`src/rtl/neuron_multi_level_input_pkg.sv`:
```
// rtl/neuron_multi_level_input_pkg.sv - shared constants for the multi-level input driver
package neuron_multi_level_input_pkg;

  typedef logic [3:0] state_t;

  localparam state_t ST_IDLE       = 4'd0;
  localparam state_t ST_LOAD       = 4'd1;
  localparam state_t ST_CHECK      = 4'd2;
  localparam state_t ST_MASK       = 4'd3;
  localparam state_t ST_SPI_TRIG   = 4'd4;
  localparam state_t ST_SPI_WAIT   = 4'd5;
  localparam state_t ST_PULSE_TRIG = 4'd6;
  localparam state_t ST_PULSE_WAIT = 4'd7;
  localparam state_t ST_NEXT       = 4'd8;
  localparam state_t ST_DONE       = 4'd9;

  localparam logic [1:0] CFG_NONE      = 2'b00;
  localparam logic [1:0] CFG_SPI_WRITE = 2'b10;

  // One row field per byte of the pipe word: sign on top, magnitude below
  localparam int FIELD_W         = 8;
  localparam int FIELDS_PER_WORD = 4;
  localparam int SIGN_BIT        = 7;
  localparam int MAG_LSB         = 0;

endpackage

```
`src/rtl/neuron_mask_gen.sv`:
```
// rtl/neuron_mask_gen.sv - row-enable mask: rows whose magnitude still exceeds the iteration
module neuron_mask_gen
  import neuron_multi_level_input_pkg::*;
#(
  parameter int SPI_LENGTH = 256,
  parameter int MAG_W      = 7
) (
  input  logic [SPI_LENGTH-1:0][MAG_W-1:0] mag,
  input  logic [MAG_W-1:0]                 iter_count,
  output logic [SPI_LENGTH-1:0]            mask
);

  always_comb begin
    mask = '0;
    for (int r = 0; r < SPI_LENGTH; r++) begin
      mask[r] = (mag[r] > iter_count);
    end
  end

endmodule

```
`src/rtl/neuron_multi_level_input.sv`:
```
// rtl/neuron_multi_level_input.sv - loads per-row pulse counts and replays them as SPI mask + pulse iterations
module neuron_multi_level_input
  import neuron_multi_level_input_pkg::*;
#(
  parameter int SPI_LENGTH  = 256,
  parameter int TRIG_CYCLES = 4,
  parameter int MAG_W       = 7
) (
  input  logic                  clk,
  input  logic                  rst_n,
  input  logic                  load_trigger,
  input  logic                  run_trigger,
  output logic                  idle,
  output logic                  run_done,
  input  logic [31:0]           pipe_in,
  input  logic                  pipe_in_valid,
  output logic                  pipe_in_ready,
  output logic [SPI_LENGTH-1:0] spi_output,
  output logic [SPI_LENGTH-1:0] input_sign,
  output logic                  spi_write_trigger,
  input  logic                  spi_done,
  output logic                  pulse_trigger,
  input  logic                  pulse_idle,
  output logic [1:0]            reg_config,
  output logic [MAG_W-1:0]      iter_count
);

  localparam int WORDS = SPI_LENGTH / FIELDS_PER_WORD;
  localparam int WCW   = $clog2(WORDS);
  localparam int HCW   = $clog2(TRIG_CYCLES + 1);

  state_t                          state, next_state;
  logic [SPI_LENGTH-1:0][MAG_W-1:0] mag;
  logic [SPI_LENGTH-1:0]           sign;
  logic [MAG_W-1:0]                max_mag, word_max;
  logic [WCW-1:0]                  word_cnt;
  logic [HCW-1:0]                  hold_cnt;
  logic [SPI_LENGTH-1:0]           mask;
  logic                            accept, hold_done;

  neuron_mask_gen #(.SPI_LENGTH(SPI_LENGTH), .MAG_W(MAG_W)) u_mask_gen (
    .mag        (mag),
    .iter_count (iter_count),
    .mask       (mask)
  );

  assign accept    = pipe_in_valid && pipe_in_ready;
  assign hold_done = (hold_cnt == HCW'(TRIG_CYCLES - 1));

  always_comb begin
    word_max = max_mag;
    for (int j = 0; j < FIELDS_PER_WORD; j++) begin
      if (pipe_in[FIELD_W*j + MAG_LSB +: MAG_W] > word_max)
        word_max = pipe_in[FIELD_W*j + MAG_LSB +: MAG_W];
    end
  end

  always_comb begin
    next_state = state;
    case (state)
      ST_IDLE:       if (load_trigger) next_state = ST_LOAD;
                     else if (run_trigger) next_state = ST_CHECK;
      ST_LOAD:       if (accept && word_cnt == WCW'(WORDS - 1)) next_state = ST_IDLE;
      ST_CHECK:      next_state = (max_mag == '0) ? ST_DONE : ST_MASK;
      ST_MASK:       next_state = ST_SPI_TRIG;
      ST_SPI_TRIG:   if (hold_done) next_state = ST_SPI_WAIT;
      ST_SPI_WAIT:   if (spi_done) next_state = ST_PULSE_TRIG;
      ST_PULSE_TRIG: if (hold_done) next_state = ST_PULSE_WAIT;
      ST_PULSE_WAIT: if (pulse_idle) next_state = ST_NEXT;
      ST_NEXT:       next_state = (iter_count + 1'b1 == max_mag) ? ST_DONE : ST_MASK;
      ST_DONE:       next_state = ST_IDLE;
      default:       next_state = ST_IDLE;
    endcase
  end

  // Strobes are registered from the state being entered so they line up with it;
  // idle deliberately trails the state by one cycle.
  always_ff @(posedge clk or negedge rst_n) begin
    if (!rst_n) begin
      state             <= ST_IDLE;
      idle              <= 1'b0;
      run_done          <= 1'b0;
      pipe_in_ready     <= 1'b0;
      spi_write_trigger <= 1'b0;
      pulse_trigger     <= 1'b0;
      reg_config        <= CFG_NONE;
      spi_output        <= '0;
      input_sign        <= '0;
      iter_count        <= '0;
      mag               <= '0;
      sign              <= '0;
      max_mag           <= '0;
      word_cnt          <= '0;
      hold_cnt          <= '0;
    end else begin
      state             <= next_state;
      idle              <= (state == ST_IDLE);
      run_done          <= (next_state == ST_DONE);
      pipe_in_ready     <= (next_state == ST_LOAD);
      spi_write_trigger <= (next_state == ST_SPI_TRIG);
      pulse_trigger     <= (next_state == ST_PULSE_TRIG);
      reg_config        <= (next_state == ST_SPI_TRIG || next_state == ST_SPI_WAIT)
                           ? CFG_SPI_WRITE : CFG_NONE;
      hold_cnt          <= ((state == ST_SPI_TRIG || state == ST_PULSE_TRIG) && next_state == state)
                           ? hold_cnt + 1'b1 : '0;

      if (state == ST_IDLE && next_state == ST_LOAD) begin
        word_cnt <= '0;
        max_mag  <= '0;
      end
      if (accept) begin
        for (int j = 0; j < FIELDS_PER_WORD; j++) begin
          mag[{word_cnt, 2'(j)}]  <= pipe_in[FIELD_W*j + MAG_LSB +: MAG_W];
          sign[{word_cnt, 2'(j)}] <= pipe_in[FIELD_W*j + SIGN_BIT];
        end
        word_cnt <= word_cnt + 1'b1;
        max_mag  <= word_max;
      end

      if (next_state == ST_CHECK) begin
        iter_count <= '0;
        input_sign <= sign;
      end
      if (state == ST_MASK) spi_output <= mask;
      if (state == ST_NEXT) iter_count <= iter_count + 1'b1;
      if (next_state == ST_DONE) spi_output <= '0;
    end
  end

endmodule

```
`config.mk`:
```
export PLATFORM = sky130hd
export DESIGN_NAME = neuron_multi_level_input
export DESIGN_NICKNAME = d
export VERILOG_FILES = /design/src/rtl/neuron_multi_level_input_pkg.sv /design/src/rtl/neuron_mask_gen.sv /design/src/rtl/neuron_multi_level_input.sv
export SDC_FILE = /design/constraint.sdc
export NUM_CORES = 2
export LEC_CHECK = 0
export CORE_MARGIN = 2
export CORE_UTILIZATION = 40
export DETAILED_ROUTE_END_ITERATION = 12
export PLACE_DENSITY = 0.61
export SYNTH_ARGS = -nofsm -noshare
export SYNTH_HDL_FRONTEND = slang
export SYNTH_HIERARCHICAL = 1
export SYNTH_SLANG_ARGS = --single-unit
```
`constraint.sdc`:
```
create_clock -name clk -period 15.76 [get_ports clk]
set_input_delay 2.364 -clock clk [delete_from_list [all_inputs] [get_ports clk]]
set_output_delay 2.364 -clock clk [all_outputs]
set_load 0.01 [all_outputs]
```
-- Yosys cells after proc, flatten, opt, wreduce, memory -nomap -nowiden
Cells that the tools add are included.
W data, S select, Z words.
- multiplexer cells: 48
- $lt $le $gt $ge: 268
- reduce and logical (&&, ||, !) cells: 15
- $add $sub $neg: 3
- eq/ne operators: 18
- operators by type and width (operator ; number):
    $bwmux W1792 ; 4
    $gt A7 B7 Y1 ; 260
    $bwmux W256 ; 4
    $mux W256 ; 2
    $demux W7 S6 ; 4
    $mux W7 ; 12
    $lt A8 B9 Y1 const B ; 4
    $mux W4 ; 9
    $pmux W4 S9 ; 1
    $ge A8 B1 Y1 const B ; 4
    $eq A4 B3 Y1 const B ; 7
    $demux W1 S6 ; 4
    $eq A4 B2 Y1 const B ; 3
    $mux W6 ; 2
    $eq A4 B1 Y1 const B ; 2
    $eq A4 B4 Y1 const B ; 2
    $logic_and A1 B1 Y1 ; 8
    $add A7 B1 Y7 const B ; 1
    $eq A7 B7 Y1 ; 1
    $logic_not A7 Y1 ; 1
    $add A6 B1 Y6 const B ; 1
    $eq A6 B6 Y1 const B ; 1
    $reduce_bool A2 Y1 ; 3
    $eq A4 B4 Y1 ; 1
    other kinds (7) ; 11
- output and inout port bits: 526
- register bits after elaboration: 2594
- word-level logic and storage cells: 622
- input bits: 39

-- Longest topological paths before layout
- depth in word-level cells: 9
- gate-level depth with buffers: 35
- gate-level depth less buffers: 31

-- Modules after synthesis
The synthesis kept the hierarchy.
- modules (own cells, without submodules) (module ; cells each ; seq. area each (um^2) ; instances ; area each (um^2)):
    neuron_multi_level_input ; 6682 ; 64887.2 ; 1 ; 99640.6
    neuron_mask_gen ; 4614 ; 0.0 ; 1 ; 37921.4

-- Worst setup path after synthesis
OpenSTA, ideal clock, no wires.
- kind: input to register
- start: input pipe_in[0]
- end: register max_mag[5]
- data required time: 15.635 ns
- cell stages on the path: 34
- setup slack: 6.813 ns
- arrival: 8.822 ns
- buffers on the path: 5
- setup time: 0.125 ns
- cell sequence: clkbuf_1 > inv_1 > clkbuf_1 > ha_1 > o21a_1 > a221oi_1 > clkbuf_1 > nand2_1 > o21ai_0 > inv_1 > ha_1 > nor2b_1 > o21ai_0 > a21oi_1 > a2111oi_2 > o21bai_1 > mux2_2 > inv_1 > ha_1 > nor2b_1 > o21ai_0 > a21oi_1 > or2_2 > nand2_1 > clkbuf_1 > mux2i_1 > ha_1 > nor2b_1 > o21ai_0 > a21oi_1 > o31ai_1 > clkbuf_1 > nand3_1 > a2bb2oi_1
- word-level cells in the longest chain between the ends: 9
- RTL lines (item ; line ; text):
    from (decl) ; neuron_multi_level_input.sv:15 ; input logic [31:0] pipe_in,
    $gt A7 B7 Y1 ; neuron_multi_level_input.sv:53 ; if (pipe_in[FIELD_W*j + MAG_LSB +: MAG_W] > word_max)
    $mux W7 (*) ; neuron_multi_level_input.sv:53 ;
    $gt A7 B7 Y1 ; neuron_multi_level_input.sv:53 ;
    $mux W7 (*) ; neuron_multi_level_input.sv:53 ;
    $gt A7 B7 Y1 ; neuron_multi_level_input.sv:53 ;
    $mux W7 (*) ; neuron_multi_level_input.sv:53 ;
    $gt A7 B7 Y1 ; neuron_multi_level_input.sv:53 ;
    $mux W7 (*) ; neuron_multi_level_input.sv:53 ;
    $mux W7 (*) ; neuron_multi_level_input.sv:111 ; if (accept) begin
    to (signal assigned) ; neuron_multi_level_input.sv:117 ; max_mag <= word_max;
    to (decl) ; neuron_multi_level_input.sv:35 ; logic [MAG_W-1:0] max_mag, word_max;
Every way passes the cells marked *; elsewhere a longest branch is shown, timed or not.
A chain may end at the register's enable or synchronous reset.

-- Final worst setup path
- start: input pipe_in[0]
- end: register max_mag[2]
The elaborated chain is that of the path after synthesis.

==> flow_metrics.env <==
export IMPL_synth_top_area_share_pct=47.17
export IMPL_setup_viol=0
export IMPL_drive_gt1_share_pct=27.19
export IMPL_r2r_start="max_mag[4]"
export IMPL_arrival_ns=10.94
export IMPL_clkTransAtPathRegs_ns=0.06
export IMPL_path_max_fanout=21
export IMPL_cts_made_buffers=301
export IMPL_finalHoldViolations=0
export IMPL_synth_most_common_cell="dfrtp_1"
export IMPL_grt_max_degree=170
export IMPL_chipWidth_um=590.4
export IMPL_worstHoldPathCells=1
export IMPL_r2r_cells=31
export IMPL_hold_path_startpoint="hold_cnt[0]"
export IMPL_cts_tree="yes"
export IMPL_hp_class="reg2reg"
export IMPL_avgRoutedWirePerCell_um=25.11
export IMPL_dr_pass1_iters=5
export IMPL_yosys_warnings=6
export IMPL_power_density_mw_per_mm2=144.9
export IMPL_core_mm2=0.3427
export IMPL_synth_fp_nets=13160
export IMPL_cts_max_level=5
export IMPL_holdPathEnd="hold_cnt[0]"
export IMPL_final_nets=13620
export IMPL_yosys_most_used_dff="dfrtp_1"
export IMPL_io_pins=565
export IMPL_antenna_found_initial=31
export IMPL_drt_iter0_markers=6298
export IMPL_syn_area_per_cell_um2=12.18
export IMPL_avgViaCountPerCell=5.704
export IMPL_fin_cells=16550
export IMPL_ys_ff_latch=2593
export IMPL_row_count=215
export IMPL_synth_area_leader_cell="dfrtp_1"
export IMPL_dieArea_mm2=0.3486
export IMPL_clock_sinks=2593
export IMPL_remaining_drc_errors=0
export IMPL_grt_ovfl_total=0
export IMPL_cts_resized=0
export IMPL_r2r_setup_slack_ns=7.34
export IMPL_netlist_instances=11300
export IMPL_cpMaxStageDelayCell="a221oi_1"
export IMPL_p_leak_nw=78.73
export IMPL_synth_distinct_cells=67
export IMPL_crit_path_max_incr_delay_ns=0.92
export IMPL_fillers=30570
export IMPL_hold_slack_ns=0.4290
export IMPL_insertion_delay_ns=0.92
export IMPL_max_slew_margin_pct=14.91
export IMPL_vias=94370
export IMPL_wirelength_um=415500
export IMPL_min_period_ns=10.15
export IMPL_synthArstFlopShare_pct=100.0
export IMPL_ir_worst_vdd_mv=0.1334
export IMPL_critPathKind="in2reg"
export IMPL_initial_utilization_pct=40.14
export IMPL_ctsHoldBuffers=0
export IMPL_slew_violations=0
export IMPL_tns_ns=0
export IMPL_root_buffer="clkbuf_16"
export IMPL_post_route_period_util_pct=64.40
export IMPL_status="finished, final reports clean"
export IMPL_cp_start_kind="input pin"
export IMPL_critPathRequiredTime_ns=16.55
export IMPL_grt_setup_unrepaired="no"
export IMPL_synth_common_cells="dfrtp_1, mux2_2, ha_1, a21oi_1, nand2_1"
export IMPL_seq_area_frac_synth_pct=47.17
export IMPL_endpoint_kind="flip-flop"
export IMPL_post_place_cells=16010
export IMPL_worst_r2r_endpoint="max_mag[2]"
export IMPL_syn_cell_area_mm2=0.1376
export IMPL_place_congestion=0.8065
export IMPL_fmax_mhz=98.53
export IMPL_grt_pass1_wl_um=625800
export IMPL_grt_pass1_vias=98770
export IMPL_hpwlAfterDp_um=257000
export IMPL_clock_path_buffers=4
export IMPL_synth_edf_count=0
export IMPL_ant_nets=0
export IMPL_dieHeight_um=590.4
export IMPL_postCtsSetupBuffers=0
export IMPL_drv_cap=0
export IMPL_skew_ns=0.05410
export IMPL_area_growth_pct=14.83
export IMPL_synthTopCellsByArea="dfrtp_1, mux2_2, ha_1, a21oi_1, nand2_1"
export IMPL_grt_use_total_pct=23.51
export IMPL_worst_pin_slew_ns=1.273
export IMPL_port_buffers=563
[sequential cells by signal, indices dropped and copies added, names as in the netlist]
signal             flops
word_cnt               6
state                  4
iter_count             7
input_sign           256
spi_write_trigger      1
reg_config             1
pulse_trigger          1
pipe_in_ready          1
sign                 256
max_mag                7
mag                 1792
idle                   1
spi_output           256
hold_cnt               3
run_done               1
[layout make-up]
cell class                      count  area [µm²]  area share [%]
Timing Repair Buffer              715        6859           4.342
Antenna cell                       10       25.02         0.01584
Multi-Input combinational cell   7854       69390           43.93
Clock buffer                      435        8885           5.625
Sequential cell                  2593       64890           41.08
Clock inverter                     90        1071          0.6781
Inverter                          291        1137          0.7200
Tap cell                         4557        5702           3.610
[how the worst max path moves through the flow]
stage	from	end	cells after the start
2_1_floorplan	pipe_in[0]	max_mag[5]	34
3_3_place_gp	pipe_in[0]	max_mag[2]	33
3_5_place_dp	pipe_in[0]	max_mag[1]	32
4_1_cts	pipe_in[0]	max_mag[1]	32
5_1_grt	pipe_in[0]	max_mag[2]	33
6_report	pipe_in[0]	max_mag[2]	32
[where the power goes]
group          switching (mW)  internal, mW  leakage (nW)
Sequential              0.285          7.03          35.9
Combinational            5.03          3.43          37.9
Clock                    2.93          4.17          4.92
Total                    8.25          14.6          78.7
[worst max-delay path, delay by kind of cell]
family,cells,cell delay (ns)
AOI/OAI and AO/OA,14,3.95
adders and majority gates,4,1.20
muxes,2,0.70
and+or+nand+nor,7,1.65
buffers and inverters,5,1.02
[placed cells by master, fill, tap and decap left out, drive strengths merged, types with 58 or more instances in the layout]
cell	Yosys	layout
nor2	65	65
buf	180	185
inv	291	303
dfrtp	2593	2593
clkbuf	378	435
o21ai	363	363
clkinv	0	58
nand3b	259	259
ha	1824	1824
o22a	256	256
nand4	263	263
a21oi	1294	1294
nand2	909	909
clkdlybuf4s50	0	530
nand3	280	280
mux2	2232	2232
[logic make-up (layout without fill, tap and decap cells)]
| logic type | Yosys count | in the layout | share of synthesized area [%] |
|---|---|---|---|
| simple gates | 1827 | 1827 | 6.550 |
| flops | 2593 | 2593 | 47.17 |
| compound gates | 1954 | 1954 | 8.621 |
| other cells | 1 | 11 | 0.002726 |
| fa+ha+maj | 1824 | 1824 | 16.59 |
| buf+inv | 849 | 1531 | 2.667 |
| mux | 2239 | 2239 | 18.32 |
| xor+xnor | 9 | 9 | 0.07822 |
[stage by stage]
stage                     cell area, µm²  util (%)  setup slack (ns)  power (mW)
after global routing              157900     46.08             4.966       24.20
final                             158000     46.09             5.610       22.88
after global placement            148000     43.18             4.255       15.51
after CTS                         157900     46.08             5.313       23.01
after floorplan                   137600         -             6.813       12.81
after detailed placement          148000     43.18             4.316       15.83
[per-layer routing]
metal	GRT usage, %	part of all wire (%)
met1	32.35	45
met2	38.50	46
met3	3.634	5.7
met4	6.313	2.6
met5	0	0.0026
No activity file was read; power rests on OpenSTA's default activity.
